**src/rtl/masked_serial_adder_ctrl_pkg.sv**
```systemverilog
// Shared types for the bit-serial two-share masked adder.
package masked_arith_pkg;

    typedef enum logic [1:0] {
        IDLE = 2'd0,
        RUN  = 2'd1,
        DONE = 2'd2
    } state_t;

    // Two Boolean shares of one bit: value = sh0 ^ sh1.
    typedef struct packed {
        logic sh0;
        logic sh1;
    } share_t;

    localparam int RND_PER_BIT = 2;

endpackage

```
**src/rtl/masked_serial_adder_ctrl_if.sv**
```systemverilog
// Operand, randomness and result handshake bundle of the masked serial adder.
interface masked_serial_adder_ctrl_if
    import masked_arith_pkg::*;
#(
    parameter int W = 8
);
    logic                   start;
    logic [W-1:0]           a0;
    logic [W-1:0]           a1;
    logic [W-1:0]           b0;
    logic [W-1:0]           b1;
    logic                   cin0;
    logic                   cin1;
    logic [RND_PER_BIT-1:0] rnd;
    logic                   rnd_valid;
    logic                   rnd_ready;
    logic                   busy;
    logic [W-1:0]           s0;
    logic [W-1:0]           s1;
    logic                   cout0;
    logic                   cout1;
    logic                   out_valid;
    logic                   out_ready;

    modport slave (
        input  start, a0, a1, b0, b1, cin0, cin1, rnd, rnd_valid, out_ready,
        output rnd_ready, busy, s0, s1, cout0, cout1, out_valid
    );

    modport master (
        output start, a0, a1, b0, b1, cin0, cin1, rnd, rnd_valid, out_ready,
        input  rnd_ready, busy, s0, s1, cout0, cout1, out_valid
    );
endinterface

```
**src/rtl/masked_serial_adder_ctrl_fa_stage.sv**
```systemverilog
// Combinational first-order masked full adder built from two masked half-adder cells.
module masked_ha
    import masked_arith_pkg::*;
(
    input  share_t x,
    input  share_t y,
    input  logic   r,
    output share_t h,
    output share_t p
);
    assign h.sh0 = x.sh0 ^ y.sh0;
    assign h.sh1 = x.sh1 ^ y.sh1;
    // Cross-share products are only ever combined together with the fresh bit r.
    assign p.sh0 = (x.sh0 & y.sh0) ^ (x.sh0 & y.sh1) ^ r;
    assign p.sh1 = (x.sh1 & y.sh1) ^ (x.sh1 & y.sh0) ^ r;
endmodule

module masked_fa_stage
    import masked_arith_pkg::*;
(
    input  share_t                 a,
    input  share_t                 b,
    input  share_t                 c,
    input  logic [RND_PER_BIT-1:0] rnd,
    output share_t                 sum,
    output share_t                 carry
);
    share_t h;
    share_t p;
    share_t q;

    masked_ha u_ha_ab (
        .x (a),
        .y (b),
        .r (rnd[0]),
        .h (h),
        .p (p)
    );

    masked_ha u_ha_hc (
        .x (h),
        .y (c),
        .r (rnd[1]),
        .h (sum),
        .p (q)
    );

    assign carry.sh0 = p.sh0 ^ q.sh0;
    assign carry.sh1 = p.sh1 ^ q.sh1;
endmodule

```
**src/rtl/masked_serial_adder_ctrl.sv**
```systemverilog
// Bit-serial masked adder controller: one operand bit per accepted random word,
// carry shares registered between bits, result held until the consumer accepts it.
module masked_serial_adder_ctrl
    import masked_arith_pkg::*;
#(
    parameter int W = 8
) (
    input logic                        clk,
    input logic                        rst,
    masked_serial_adder_ctrl_if.slave  bus
);
    localparam int IDX_W = $clog2(W);
    localparam logic [IDX_W-1:0] LAST_IDX = IDX_W'(W - 1);

    state_t           state;
    logic [IDX_W-1:0] idx;
    logic [W-1:0]     a0_sh;
    logic [W-1:0]     a1_sh;
    logic [W-1:0]     b0_sh;
    logic [W-1:0]     b1_sh;
    logic [W-1:0]     s0_q;
    logic [W-1:0]     s1_q;
    share_t           c_q;
    logic             cout0_q;
    logic             cout1_q;
    logic             rnd_ready_q;
    logic             busy_q;
    logic             out_valid_q;

    share_t a_bit;
    share_t b_bit;
    share_t sum_bit;
    share_t carry_bit;
    logic   step;

    // Operands shift right so the bit under processing is always at position 0.
    assign a_bit = '{sh0: a0_sh[0], sh1: a1_sh[0]};
    assign b_bit = '{sh0: b0_sh[0], sh1: b1_sh[0]};
    assign step  = rnd_ready_q & bus.rnd_valid;

    masked_fa_stage u_fa (
        .a     (a_bit),
        .b     (b_bit),
        .c     (c_q),
        .rnd   (bus.rnd),
        .sum   (sum_bit),
        .carry (carry_bit)
    );

    always_ff @(posedge clk or posedge rst) begin
        if (rst) begin
            state       <= IDLE;
            idx         <= '0;
            a0_sh       <= '0;
            a1_sh       <= '0;
            b0_sh       <= '0;
            b1_sh       <= '0;
            s0_q        <= '0;
            s1_q        <= '0;
            c_q         <= '0;
            cout0_q     <= 1'b0;
            cout1_q     <= 1'b0;
            rnd_ready_q <= 1'b0;
            busy_q      <= 1'b0;
            out_valid_q <= 1'b0;
        end else begin
            case (state)
                IDLE: begin
                    if (bus.start) begin
                        a0_sh       <= bus.a0;
                        a1_sh       <= bus.a1;
                        b0_sh       <= bus.b0;
                        b1_sh       <= bus.b1;
                        c_q         <= '{sh0: bus.cin0, sh1: bus.cin1};
                        idx         <= '0;
                        rnd_ready_q <= 1'b1;
                        busy_q      <= 1'b1;
                        state       <= RUN;
                    end
                end
                RUN: begin
                    if (step) begin
                        a0_sh <= a0_sh >> 1;
                        a1_sh <= a1_sh >> 1;
                        b0_sh <= b0_sh >> 1;
                        b1_sh <= b1_sh >> 1;
                        s0_q  <= {sum_bit.sh0, s0_q[W-1:1]};
                        s1_q  <= {sum_bit.sh1, s1_q[W-1:1]};
                        c_q   <= carry_bit;
                        if (idx == LAST_IDX) begin
                            rnd_ready_q <= 1'b0;
                            state       <= DONE;
                        end else begin
                            idx <= idx + 1'b1;
                        end
                    end
                end
                DONE: begin
                    // First DONE cycle publishes the final carry shares with out_valid.
                    if (!out_valid_q) begin
                        cout0_q     <= c_q.sh0;
                        cout1_q     <= c_q.sh1;
                        out_valid_q <= 1'b1;
                    end else if (bus.out_ready) begin
                        out_valid_q <= 1'b0;
                        busy_q      <= 1'b0;
                        idx         <= '0;
                        state       <= IDLE;
                    end
                end
                default: begin
                    state <= IDLE;
                end
            endcase
        end
    end

    assign bus.rnd_ready = rnd_ready_q;
    assign bus.busy      = busy_q;
    assign bus.out_valid = out_valid_q;
    assign bus.s0        = s0_q;
    assign bus.s1        = s1_q;
    assign bus.cout0     = cout0_q;
    assign bus.cout1     = cout1_q;
endmodule

```
**src/flat_wrapper.sv**
```systemverilog
// flat-port wrapper written by rule: the top's interface ports become plain ports
module masked_serial_adder_ctrl_flat import masked_arith_pkg::*;
#(
    parameter int W = 8
)
  (clk, rst, bus_start, bus_a0, bus_a1, bus_b0, bus_b1, bus_cin0, bus_cin1, bus_rnd, bus_rnd_valid, bus_out_ready, bus_rnd_ready, bus_busy, bus_s0, bus_s1, bus_cout0, bus_cout1, bus_out_valid);
  masked_serial_adder_ctrl_if #(.W(W)) bus_i ();
  input logic clk;
  input logic rst;
  input wire logic [$bits(bus_i.start)-1:0] bus_start;
  input wire logic [$bits(bus_i.a0)-1:0] bus_a0;
  input wire logic [$bits(bus_i.a1)-1:0] bus_a1;
  input wire logic [$bits(bus_i.b0)-1:0] bus_b0;
  input wire logic [$bits(bus_i.b1)-1:0] bus_b1;
  input wire logic [$bits(bus_i.cin0)-1:0] bus_cin0;
  input wire logic [$bits(bus_i.cin1)-1:0] bus_cin1;
  input wire logic [$bits(bus_i.rnd)-1:0] bus_rnd;
  input wire logic [$bits(bus_i.rnd_valid)-1:0] bus_rnd_valid;
  input wire logic [$bits(bus_i.out_ready)-1:0] bus_out_ready;
  output wire logic [$bits(bus_i.rnd_ready)-1:0] bus_rnd_ready;
  output wire logic [$bits(bus_i.busy)-1:0] bus_busy;
  output wire logic [$bits(bus_i.s0)-1:0] bus_s0;
  output wire logic [$bits(bus_i.s1)-1:0] bus_s1;
  output wire logic [$bits(bus_i.cout0)-1:0] bus_cout0;
  output wire logic [$bits(bus_i.cout1)-1:0] bus_cout1;
  output wire logic [$bits(bus_i.out_valid)-1:0] bus_out_valid;
  assign bus_i.start = bus_start;
  assign bus_i.a0 = bus_a0;
  assign bus_i.a1 = bus_a1;
  assign bus_i.b0 = bus_b0;
  assign bus_i.b1 = bus_b1;
  assign bus_i.cin0 = bus_cin0;
  assign bus_i.cin1 = bus_cin1;
  assign bus_i.rnd = bus_rnd;
  assign bus_i.rnd_valid = bus_rnd_valid;
  assign bus_i.out_ready = bus_out_ready;
  assign bus_rnd_ready = bus_i.rnd_ready;
  assign bus_busy = bus_i.busy;
  assign bus_s0 = bus_i.s0;
  assign bus_s1 = bus_i.s1;
  assign bus_cout0 = bus_i.cout0;
  assign bus_cout1 = bus_i.cout1;
  assign bus_out_valid = bus_i.out_valid;
  masked_serial_adder_ctrl #(.W(W)) u_core (.clk(clk), .rst(rst), .bus(bus_i));
endmodule
```
**config.mk**
```make
export PLATFORM = sky130hd
export DESIGN_NAME = masked_serial_adder_ctrl_flat
export DESIGN_NICKNAME = d
export VERILOG_FILES = /design/src/rtl/masked_serial_adder_ctrl_pkg.sv /design/src/rtl/masked_serial_adder_ctrl_if.sv /design/src/rtl/masked_serial_adder_ctrl_fa_stage.sv /design/src/rtl/masked_serial_adder_ctrl.sv /design/src/flat_wrapper.sv
export SDC_FILE = /design/constraint.sdc
export NUM_CORES = 1
export LEC_CHECK = 0
export CAP_MARGIN = 20
export CORE_MARGIN = 5
export CORE_UTILIZATION = 55
export CTS_CLUSTER_SIZE = 10
export DETAILED_ROUTE_END_ITERATION = 12
export PLACE_DENSITY_LB_ADDON = 0.25
export SYNTH_ARGS = -nofsm -noshare
export SYNTH_HDL_FRONTEND = slang
export SYNTH_HIERARCHICAL = 1
export SYNTH_SLANG_ARGS = --single-unit
```
**constraint.sdc**
```tcl
create_clock -name clk -period 3.4 [get_ports clk]
set_clock_uncertainty 0.15 [all_clocks]
set_input_delay 0.85 -clock clk [delete_from_list [all_inputs] [get_ports clk]]
set_output_delay 0.85 -clock clk [all_outputs]
set_load 0.01 [all_outputs]
```
# After elaboration in Yosys (flattened, before gate mapping)
# Index checks and enable logic that the tools add are counted.
[classes] add_sub_neg=1 bitwise=24 reduce_logical=11 shifts=0 div_mod_pow=0 n_lt_le_gt_ge=0 n_mul=0 n_mux=36 n_eq_ne=9
[ops] cell="$mux W8" count=8
[ops] cell="$pmux W8 S2" count=4
[ops] cell="$mux W3" count=5
[ops] cell="$mux W2" count=7
[ops] cell="$xor A1 B1 Y1" count=14
[ops] cell="$and A1 B1 Y1" count=9
[ops] cell="$pmux W3 S3" count=1
[ops] cell="$reduce_and A4 Y1" count=2
[ops] cell="$mux W1" count=7
[ops] cell="$ne A2 B1 Y1 const B" count=3
[ops] cell="$ne A2 B2 Y1 const B" count=3
[ops] cell="$pmux W2 S3" count=1
[ops] cell="$reduce_and A6 Y1" count=1
[ops] cell="$reduce_and A5 Y1" count=1
[ops] cell="$pmux W1 S2" count=2
[ops] cell="$pmux W2 S2" count=1
[ops] cell="$reduce_and A2 Y1" count=2
[ops] cell="$reduce_bool A2 Y1" count=2
[ops] cell="$add A3 B1 Y3 const B" count=1
[ops] cell="$eq A3 B3 Y1 const B" count=1
[ops] cell="$reduce_and A3 Y1" count=1
[ops] cell="$reduce_bool A3 Y1" count=1
[ops] cell="$eq A2 B1 Y1 const B" count=1
[ops] cell="$eq A2 B2 Y1 const B" count=1
[ops] cell="other kinds (2)" count=2
[word_totals] register_bits=60 inputBits=41 word_cells=96 ramBits=0 latch_bits=0 memories=0 mem_bits_ro=0 output_inout_bits=21

# Longest topological paths before layout
# Gate-level depths: netlist of the first run.
[depth] depth_word=7 ltp_mapped=7 depth_no_buf=7

# Cells and area by module
# Netlist of the first run, hierarchy kept.
[by_module_without_submodules] module="masked_serial_adder_ctrl" seq_area_each_um2=1501.4 area_per_inst_um2=3055.4 cells_per_inst=188 n_inst=1
[by_module_without_submodules] module="masked_ha" seq_area_each_um2=0.0 area_per_inst_um2=67.6 cells_per_inst=8 n_inst=2
[by_module_without_submodules] module="masked_fa_stage" seq_area_each_um2=0.0 area_per_inst_um2=17.5 cells_per_inst=2 n_inst=1

# Worst setup path after synthesis of the first run
# OpenSTA, ideal clock, no wires.
[synth_path] path_type="flip-flop to flip-flop" start="reg u_core.b0_sh[0]" end="reg u_core/c_q[1] (netlist name)" setup_ns=0.125 arrival_ns=1.796 n_path_buf=0 stages_incl_launch_ff=8 required_ns=3.125 slack_ns=1.329 synth_period_minus_slack_ns=2.071 cell_sequence="dfrtp_1 > ha_1 > ha_1 > xor2_1 > xnor2_1 > xor2_1 > mux2_4 > mux2_4"
[synth_lines] item="start: declaration" line="masked_serial_adder_ctrl.sv:19" text="logic [W-1:0] b0_sh;"
[synth_lines] item="start signal: assignment" line="masked_serial_adder_ctrl.sv:72" text="b0_sh <= bus.b0;"
[synth_lines] item="start signal: assignment" line="masked_serial_adder_ctrl.sv:85" text="b0_sh <= b0_sh >> 1;"
[synth_lines] item="end signal: assignment" line="masked_serial_adder_ctrl.sv:74" text="c_q <= '{sh0: bus.cin0, sh1: bus.cin1};"
[synth_lines] item="end signal: assignment" line="masked_serial_adder_ctrl.sv:89" text="c_q <= carry_bit;"
[synth_lines] item="end: declaration" line="masked_serial_adder_ctrl.sv:23" text="share_t c_q;"

# Worst setup path in the final report of the first run
[layout_path] start="in bus_rnd_valid" end="reg u_core.a0_sh[4]"
[layout_via] elab_chain_len=3
[layout_rtl] item="start: declaration" line="flat_wrapper.sv:18" text="input wire logic [$bits(bus_i.rnd_valid)-1:0] bus_rnd_valid;"
[layout_rtl] item="$and A1 B1 Y1" line="masked_serial_adder_ctrl.sv:39" text="assign step = rnd_ready_q & bus.rnd_valid;"
[layout_rtl] item="$ne A2 B1 Y1 (no line)"
[layout_rtl] item="$reduce_and A3 Y1 (no line)"
[layout_rtl] item="end signal: assignment" line="masked_serial_adder_ctrl.sv:70" text="a0_sh <= bus.a0;"
[layout_rtl] item="end signal: assignment" line="masked_serial_adder_ctrl.sv:83" text="a0_sh <= a0_sh >> 1;"
[layout_rtl] item="end: declaration" line="masked_serial_adder_ctrl.sv:17" text="logic [W-1:0] a0_sh;"
# Every way passes these cells.
# A chain may end at the register's enable or synchronous reset.

==> results of run 1 <==
[critical path: stages]
cell             delay (ps)
clkdlybuf4s50_1         580
nand3_2                 140
a21oi_4                 180
buf_4                   410
mux2_4                  340
[per-stage QoR]
| step | util (%) | hold slack (ps) | setup slack [ps] | cells | area [um^2] |
|---|---|---|---|---|---|
| final | 71.8 | 350 | 942 | 348 | 4000 |
| after global routing | 71.8 | 371 | 874 | 348 | 4000 |
| after CTS | 71.8 | 356 | 953 | 348 | 4000 |
| after detailed placement | 68.5 | 341 | 605 | 333 | 3820 |
| after global placement | 68.5 | 325 | 642 | 333 | 3820 |
| after floorplan | - | 312 | 915 | 206 | 3210 |
[kinds of logic after synthesis]
family	Yosys count	share of synthesized area (%)
adder cells (fa/ha/maj)	6	2.34
buffers and inverters	12	4.33
AND/OR/NAND/NOR	23	4.72
AO/OA/AOI/OAI	14	3.74
multiplexers	81	35.3
flip-flops	60	46.8
XOR/XNOR	10	2.73
[placed cells by master, fill, tap and decap left out, drive strengths merged]
cell type       n
mux2           81
clkdlybuf4s50  61
dfrtp          60
clkbuf         13
nand2           9
ha              6
xor2            6
a21oi           5
a22o            4
xnor2           4
nand2b          4
nor2            3
o21ai           3
inv             3
buf             3
and3            2
nand3           2
clkinv          1
bufinv          1
nand4b          1
a21o            1
or3b            1
o221ai          1
nor2b           1
[sequential cells by signal, indices dropped and copies added (netlist names), 2 cells and up]
register / cells
u_core/bus.s0: 8
u_core/a0_sh: 8
u_core/b1_sh: 8
u_core/b0_sh: 8
u_core/bus.s1: 8
u_core/c_q: 2
u_core/state: 2
u_core/a1_sh: 8
u_core/idx: 3
[final timing paths]
check / from / endpoint / depth (start not counted)
worst max register to register: u_core/b1_sh[0] / u_core/c_q[0] / 7
worst max-delay path: bus_rnd_valid / u_core/a0_sh[4] / 5
min in group asynchronous: rst / u_core/bus.s1[6] / 2
max in group asynchronous: rst / u_core/bus.s1[1] / 3
worst min-delay path: u_core/idx[1] / u_core/idx[1] / 1
worst min register to register: u_core/idx[1] / u_core/idx[1] / 1
[power groups by stage]
stage | clock, mW | combinational (mW) | sequential (mW)
final | 0.602 | 1.70 | 1.25
after global routing | 0.659 | 1.84 | 1.30
after CTS | 0.624 | 1.73 | 1.26
after detailed placement | 0 | 1.72 | 1.26
after global placement | 0 | 1.68 | 1.25
after floorplan | 0 | 1.38 | 1.23
[per-layer routing]
| layer | GRT usage (%) | share of wire, % |
|---|---|---|
| met5 | 0 | 0 |
| met4 | 6.37 | 1.3 |
| met3 | 5.61 | 4.9 |
| met2 | 25.9 | 49 |
| met1 | 20.4 | 44 |
[area by class of cell]
type	count	area (um^2)	area share, %
clock buffer	13	149	3.72
sequential	60	1500	37.5
timing repair buffer	64	646	16.1
clock inverter	2	35.0	0.876
inverter	3	11.3	0.282
tap	72	90.1	2.25
multi-input combinational	134	1570	39.2
[Yosys cell counts, drive strengths merged, types with 3 or more instances]
cell type | count | share of area [%]
nor2 | 3 | 0.35
a21oi | 5 | 1.1
buf | 9 | 4.0
xnor2 | 4 | 1.1
ha | 6 | 2.3
mux2 | 81 | 35
dfrtp | 60 | 47
nand2b | 4 | 1.2
xor2 | 6 | 1.6
o21ai | 3 | 0.47
inv | 3 | 0.35
a22o | 4 | 1.1
nand2 | 9 | 1.1
==> metrics.cfg, run 1 <==
[clocking]
post_cts_buffers = 0
cts_made_buffers = 9
clkTransAtPathRegs_ps = 60
clock_latency_ps = 330
clk_path_buf_depth = 2
cts.sinks = 60
hold_buffers = 0
cts_tree = built
cts_resized = 0
root_buffer = clkbuf_8
htreeDepth = 3

[min_path]
hp-class = flip-flop to flip-flop

[timing]
slew-limit-headroom_pct = 59.8
fmax_mhz = 407
period_share_pct = 72.3
grt_setup_unrepaired = false
hold_viol_final = 0
final.setup.tns_ps = 0
worst_pin_slew_ps = 603
setup-violations-final = 0
period_needed_ps = 2460
final_max_slew_viol_count = 0

[die]
coreArea_mm2 = 0.00557
die_w_um = 86.4
die_y_um = 86.4
io_pins = 62
die-area_mm2 = 0.00746
rows = 27
start_util_pct = 57.6

[critical_path]
crit_fanout = 23
crit_type = input port to flip-flop
worst-r2r-setup-slack_ps = 1240
critPathLaunchType = input port
cp.required_ps = 3460
cp.arrival_ps = 2520
end_kind = flip-flop

[final_layout]
diodes = 0
syn_to_final_growth_pct = 24.7
drive_gt1_share_pct = 37.3
fillCellCount = 414
nets = 319

[route]
first_pass_iters = 4
ant_nets = 0
vias = 1785
drc = 0
vias_per_cell = 5.13
drtIter0Drc = 60
routed_wl_um = 5580
routedWlPerCell_um = 16.0

[synthesis]
avgSynthCellArea_um2 = 15.6
ys_ff_latch = 60
mappedNetlistArea_mm2 = 0.00321
async_reset_ff_share_pct = 100
ys_seq_area_share_pct = 46.8
ys.warnings.count = 6
postSynthCellCount = 206
synth_edf_count = 0
synthFlopType = dfrtp_1
synth.distinct_cells = 27
synthesis.nets = 253

[grt]
antenna_found_initial = 0
grt_pass1_vias = 1936
grt_pass1_wl_um = 9390
grt_util_all_layers_pct = 16.3
grt_start_max_net_pins = 37
overflow = 0

[power_and_ir_drop]
peakVddDrop_mv = 0.534
swShare_pct = 28.8
p_leak_nw = 1.81
p_switching_mw = 1.02
seqPwrFrac_pct = 35.2
combPwrFrac_pct = 47.9
p_int_mw = 2.53
clkPwrFrac_pct = 16.9
power_density_mw_per_mm2 = 889
finalPower_mw = 3.56

[placed_design]
gp_congestion = 0.727
hpwl_um = 4010
portBuffers = 61

[status]
outcome = finished clean

[job]
max_cap_violations = 0

Power figures use the tool's default switching activity.
==> run 2, diff against run 1 <==
--- a/config.mk
+++ b/config.mk
@@ -7,7 +7,7 @@
 export LEC_CHECK = 0
 export CAP_MARGIN = 20
 export CORE_MARGIN = 5
-export CORE_UTILIZATION = 55
+export CORE_UTILIZATION = 47
 export CTS_CLUSTER_SIZE = 10
 export DETAILED_ROUTE_END_ITERATION = 12
 export PLACE_DENSITY_LB_ADDON = 0.25
==> constraint.sdc (replaced) <==
create_clock -name clk -period 2.2 [get_ports clk]
set_clock_uncertainty 0.15 [all_clocks]
set_input_delay 0.55 -clock clk [delete_from_list [all_inputs] [get_ports clk]]
set_output_delay 0.55 -clock clk [all_outputs]
set_load 0.01 [all_outputs]
==> run 2 against run 1 <==
Clock power increased by 65%. Highest routed layer unchanged. Sequential share of layout area down 1.1 points. Sequential power is 54% higher. First-iteration DRC count grew 3.3%. Clock-buffer cell count shrank 1. Sequential cell count unchanged. Non-clock buffer count increased by 6. Largest cell class unchanged. Via count grew 1.6%. Worst hold slack worse by 5.4 ps. Wire length is 1.7% higher.
==> metrics.cfg, run 2 (synthesized netlist as in run 1, its figures left out) <==
[final_layout]
diodes = 0  ; unchanged
fillCellCount = 512  ; +24%
syn_to_final_growth_pct = 28.5
final_core_util_pct = 61.4  ; -10 points
final_cell_mix = 61 x clkdlybuf4s50_1, 60 x dfrtp_1, 59 x mux2_4, 19 x mux2_2, 11 x clkbuf_8
layout_commonest_cell = clkdlybuf4s50_1
nets = 325  ; +1.9%
drive_gt1_share_pct = 39.9  ; +2.6 points

[timing]
hold_viol_final = 0  ; unchanged
final_max_slew_viol_count = 0  ; unchanged
grt_setup_unrepaired = false
worst_pin_slew_ps = 441  ; -162 ps
period_needed_ps = 2160
slew-limit-headroom_pct = 70.6  ; +11 points
fmax_mhz = 464
setup-violations-final = 0  ; unchanged
whs_ps = 345  ; -5.42 ps
final.setup.tns_ps = 0  ; unchanged
period_share_pct = 98.0

[grt]
grt_start_max_net_pins = 61  ; +65%
antenna_found_initial = 0  ; unchanged
overflow = 0  ; unchanged
grt_pass1_vias = 1913  ; -1.2%
grt_pass1_wl_um = 9500  ; +1.2%
grt_util_all_layers_pct = 14.1  ; -2.2 points

[route]
routedWlPerCell_um = 15.6  ; -2.5%
vias = 1813  ; +1.6%
first_pass_iters = 4  ; unchanged
routed_wl_um = 5680  ; +1.7%
drc = 0  ; unchanged
ant_nets = 0  ; unchanged
vias_per_cell = 4.99  ; -2.6%
drtIter0Drc = 62  ; +3.3%

[die]
die_w_um = 92.6  ; +7.2%
start_util_pct = 47.7  ; -9.8 points
rows = 30  ; +11%
die-area_mm2 = 0.00858  ; +15%
io_pins = 62  ; unchanged
coreArea_mm2 = 0.00672  ; +21%
die_y_um = 92.6  ; +7.2%

[clocking]
cts_tree = built
cts.sinks = 60  ; unchanged
root_buffer = clkbuf_8
hold_buffers = 0  ; unchanged
clk_path_buf_depth = 2  ; unchanged
htreeDepth = 3  ; unchanged
clock_latency_ps = 320  ; about the same
post_cts_buffers = 0  ; unchanged
cts_resized = 0  ; unchanged
cts_made_buffers = 9  ; unchanged
clkTransAtPathRegs_ps = 70  ; about the same

[placed_design]
hpwl_um = 3980  ; -0.75%
gp_congestion = 0.742  ; +2.0%
portBuffers = 61  ; unchanged

[power_and_ir_drop]
p_leak_nw = 1.86  ; +2.6%
power_density_mw_per_mm2 = 1370  ; +54%
peakVddDrop_mv = 0.560  ; +4.9%

[critical_path]
cp.required_ps = 2260  ; -1200 ps
cp.arrival_ps = 2210  ; -310 ps
critPathLaunchType = flip-flop
end_kind = flip-flop
ff2ff_path_depth = 7  ; unchanged
crit_type = flip-flop to flip-flop
crit_fanout = 3  ; -87%

[job]
max_cap_violations = 0  ; unchanged

[min_path]
hp-class = flip-flop to flip-flop
whs_path_depth = 1  ; unchanged

[status]
outcome = finished clean

-- run 2: cell count changes in the layout (fill, tap and decap cells not counted) --
cell | before | now
buf_4 | 2 | 5
clkbuf_8 | 10 | 11
clkinv_2 | 1 | 2
ha_4 | 0 | 1
buf_12 | 1 | 4
clkbuf_1 | 3 | 1
clkinvlp_4 | 0 | 1
ha_1 | 6 | 5
-- run 2: final timing paths --
path | from | endpoint | slack, ps
hold / removal | u_core/idx[1] | u_core/idx[1] | 340
hold reg to reg | u_core/idx[1] | u_core/idx[1] | 340
setup / recovery | u_core/b1_sh[0] | u_core/c_q[0] | 40
max in group asynchronous | rst | u_core/a0_sh[7] | 1160
setup reg to reg | u_core/b1_sh[0] | u_core/c_q[0] | 40
min in group asynchronous | rst | u_core/bus.s1[3] | 440
-- run 2: metrics by stage --
stage          setup slack [ps]  std cells  cell area [um^2]  total power [mW]
5_1_grt                    9.62        363              4120              6.01
4_1_cts                    33.3        363              4110              5.71
3_5_place_dp               -105        347              3910              4.67
2_1_floorplan              15.3        206              3210              4.03
3_3_place_gp              -96.1        347              3910              4.61
6_report                   44.2        363              4120              5.64
-- run 2: per-layer routing --
layer / GRT usage, % / routed length (um) / vias up
met3: 3.17 / 226 / 4
met2: 21.7 / 2740 / 37
li1: - / - / 877
met4: 6.23 / 63 / 0
met5: 0 / 0 / -
met1: 19.1 / 2650 / 895
-- run 2: cell type report --
cell class	count	area, um^2	area share [%]
clock inverter	4	47.5	1.15
timing repair buffer	70	728	17.7
inverter	3	11.3	0.273
multi-input combinational	134	1580	38.3
tap	80	100	2.43
sequential	60	1500	36.4
clock buffer	12	155	3.76
-- run 2: critical path: stages, from the launching register on --
cell,delay [ps]
dfrtp_1,400
ha_1,330
ha_1,200
xor2_1,150
xnor2_1,140
xor2_1,160
mux2_2,260
mux2_4,250
-- run 2: where the power goes --
group | leakage (nW) | internal, mW | total (mW) | switching (mW)
Sequential | 0.753 | 1.59 | 1.93 | 0.340
Clock | 0.102 | 0.582 | 0.996 | 0.414
Combinational | 1.01 | 1.86 | 2.72 | 0.860
==> run 3, diff against run 2 <==
--- a/config.mk
+++ b/config.mk
@@ -6,11 +6,13 @@
 export NUM_CORES = 1
 export LEC_CHECK = 0
 export CAP_MARGIN = 20
+export CORE_ASPECT_RATIO = 0.9
 export CORE_MARGIN = 5
 export CORE_UTILIZATION = 47
 export CTS_CLUSTER_SIZE = 10
 export DETAILED_ROUTE_END_ITERATION = 12
 export PLACE_DENSITY_LB_ADDON = 0.25
+export SLEW_MARGIN = 5
 export SYNTH_ARGS = -nofsm -noshare
 export SYNTH_HDL_FRONTEND = slang
 export SYNTH_HIERARCHICAL = 1
==> run 3 against run 2 <==
Utilization rose by 1.8 points. Design area increased by 1.5%. Final cell count grew 3.6%. Clock-buffer cell count unchanged. Worst hold slack lost 1.4 ps. Global-route usage increased by 0.33 points. Non-clock buffer count is 3 higher. Sequential power about the same. First-iteration DRC count fell by 11%. Critical path depth down 6. Via count increased by 2.3%. Combinational power up 2%. Largest power group unchanged.
==> metrics.cfg, run 3 (synthesized netlist as in run 1, its figures left out) <==
[grt]
antenna_found_initial = 0  ; unchanged
grt_pass1_vias = 1983  ; +3.7%
grt_util_all_layers_pct = 14.4  ; +0.33 points
grt_start_max_net_pins = 61  ; unchanged
overflow = 0  ; unchanged
grt_pass1_wl_um = 9780  ; +3.0%

[clocking]
hold_buffers = 0  ; unchanged
root_buffer = clkbuf_8
cts_made_buffers = 9  ; unchanged
cts.sinks = 60  ; unchanged
clock_latency_ps = 330  ; about the same
clkTransAtPathRegs_ps = 70  ; about the same
clk_path_buf_depth = 2  ; unchanged
cts_tree = built
htreeDepth = 3  ; unchanged

[min_path]
min_to = u_core/idx[1]
whs_path_depth = 1  ; unchanged
min_from = u_core/idx[1]
hp-class = flip-flop to flip-flop

[route]
first_pass_iters = 4  ; unchanged
routed_wl_um = 5710  ; +0.60%
routedWlPerCell_um = 15.2  ; -2.9%
drtIter0Drc = 55  ; -11%
drc = 0  ; unchanged
ant_nets = 0  ; unchanged
vias_per_cell = 4.93  ; -1.2%
vias = 1855  ; +2.3%

[critical_path]
critPathLaunchType = flip-flop
slowest_stage = clkdlybuf4s50_1
ff2ff_path_depth = 7  ; unchanged
r2r_start = u_core/b0_sh[0]
cp.required_ps = 1500  ; -760 ps
cp.arrival_ps = 1400  ; -810 ps
cp_num_buf_inv = 1  ; +1
crit_type = flip-flop to output pin
worst-r2r-setup-slack_ps = 110  ; +70 ps
critPathMaxStageDelay_ps = 590  ; +190 ps
end_kind = output pin
rr_endpoint = u_core/c_q[1]
crit_fanout = 6  ; +3
critical-path-top-delay-family = buffers and inverters
path_cells = clkdlybuf4s50_1

[power_and_ir_drop]
seqPwrFrac_pct = 33.8  ; -0.3 points
combPwrFrac_pct = 48.6  ; +0.4 points
p_switching_mw = 1.64  ; +1.5%
p_leak_nw = 1.88  ; +0.96%
clkPwrFrac_pct = 17.5  ; -0.2 points
swShare_pct = 28.7  ; about the same
power_density_mw_per_mm2 = 1370  ; about the same
p_int_mw = 4.08  ; +1.4%
peakVddDrop_mv = 0.513  ; -8.3%

[final_layout]
design_area_mm2 = 0.00418  ; +1.5%
fillCellCount = 514  ; +0.39%
syn_to_final_growth_pct = 30.4
drive_gt1_share_pct = 40.9  ; +0.98 points
final_cell_mix = 61 x clkdlybuf4s50_1, 60 x dfrtp_1, 59 x mux2_4, 19 x mux2_2, 11 x clkbuf_8
diodes = 0  ; unchanged
layout_commonest_cell = clkdlybuf4s50_1
nets = 328  ; +0.92%

[placed_design]
place_area_mm2 = 0.00395  ; +1.0%
portBuffers = 61  ; unchanged
hpwl_um = 3880  ; -2.7%
gp_congestion = 0.754  ; +1.6%

[timing]
hold_viol_final = 0  ; unchanged
period_needed_ps = 2100  ; -60.5 ps
fmax_mhz = 477  ; +2.9%
grt_setup_unrepaired = false
slew-limit-headroom_pct = 72.4  ; +1.8 points
final_max_slew_viol_count = 0  ; unchanged
setup-violations-final = 0  ; unchanged
period_share_pct = 95.2  ; -2.7 points
worst_pin_slew_ps = 414  ; -26.8 ps
final.setup.tns_ps = 0  ; unchanged

[die]
die_y_um = 88.4  ; -4.6%
start_util_pct = 48.5  ; +0.70 points
io_pins = 62  ; unchanged
rows = 28  ; -6.7%
die_w_um = 97.1  ; +4.8%
coreArea_mm2 = 0.00662  ; -1.5%
die-area_mm2 = 0.00858  ; about the same

[job]
max_cap_violations = 0  ; unchanged

[status]
outcome = finished clean

run 3: cell types whose count changed in the layout (fill, tap and decap cells not counted):
cell | before | now
buf_4 | 5 | 7
ha_1 | 5 | 4
buf_12 | 4 | 5
ha_4 | 1 | 2
run 3: cell type report:
cell class / instances / area (um^2) / share of cell area, %
Multi-Input combinational cell: 134 / 1590 / 38.1
Sequential cell: 60 / 1500 / 35.9
Timing Repair Buffer: 73 / 763 / 18.2
Clock buffer: 12 / 155 / 3.71
Tap cell: 90 / 113 / 2.69
Clock inverter: 4 / 47.5 / 1.14
Inverter: 3 / 11.3 / 0.269
run 3: metrics by stage:
| step | setup slack (ps) | hold WS [ps] | util [%] | power (mW) | instances |
|---|---|---|---|---|---|
| after floorplan | 15.3 | 312 | - | 4.03 | 206 |
| after global placement | -100 | 323 | 59.6 | 4.65 | 359 |
| after detailed placement | -109 | 331 | 59.6 | 4.71 | 359 |
| after CTS | 24.5 | 348 | 62.7 | 5.76 | 375 |
| after global routing | 6.85 | 360 | 63.2 | 6.13 | 376 |
| final | 105 | 344 | 63.2 | 5.72 | 376 |
run 3: worst max-delay path by stage:
| stage | from | slack (ps) | end | cells after the start |
|---|---|---|---|---|
| floorplan | rst | 20 | u_core/a0_sh[0] | 1 |
| global placement | bus_rnd[1] | -100 | u_core/c_q[0] | 6 |
| detailed placement | bus_rnd[1] | -110 | u_core/c_q[1] | 6 |
| CTS | u_core/b0_sh[0] | 20 | u_core/c_q[1] | 7 |
| global route | u_core/a1_sh[0] | 7 | u_core/c_q[0] | 7 |
| finish | u_core/bus.rnd_ready | 100 | bus_rnd_ready | 1 |
run 3: worst reg2reg max path, cell delays in order (launching register included):
cell     delay, ps
dfrtp_1        420
ha_4           260
ha_1           190
xor2_1         150
xnor2_1        140
xor2_1         160
mux2_4         270
mux2_4         250
run 3: repair_timing:
action / CTS / global route
endpoints found under the setup margin: 0 / 2
buffers inserted: 0 / 1
resized for setup: 0 / 2
run 3: power by group through the flow:
stage | sequential, mW | clock [mW] | combinational, mW
finish | 1.93 | 1.00 | 2.78
detailed placement | 1.94 | 0 | 2.77
CTS | 1.93 | 1.05 | 2.79
global route | 2.01 | 1.10 | 3.01
floorplan | 1.90 | 0 | 2.13
global placement | 1.93 | 0 | 2.72
run 3: per-layer routing:
layer	wire length (um)	vias up	track usage, %
met3	264	5	5.83
met2	2800	40	22.7
met5	0	-	0
met4	65	0	4.97
met1	2580	926	18.3
li1	-	884	-
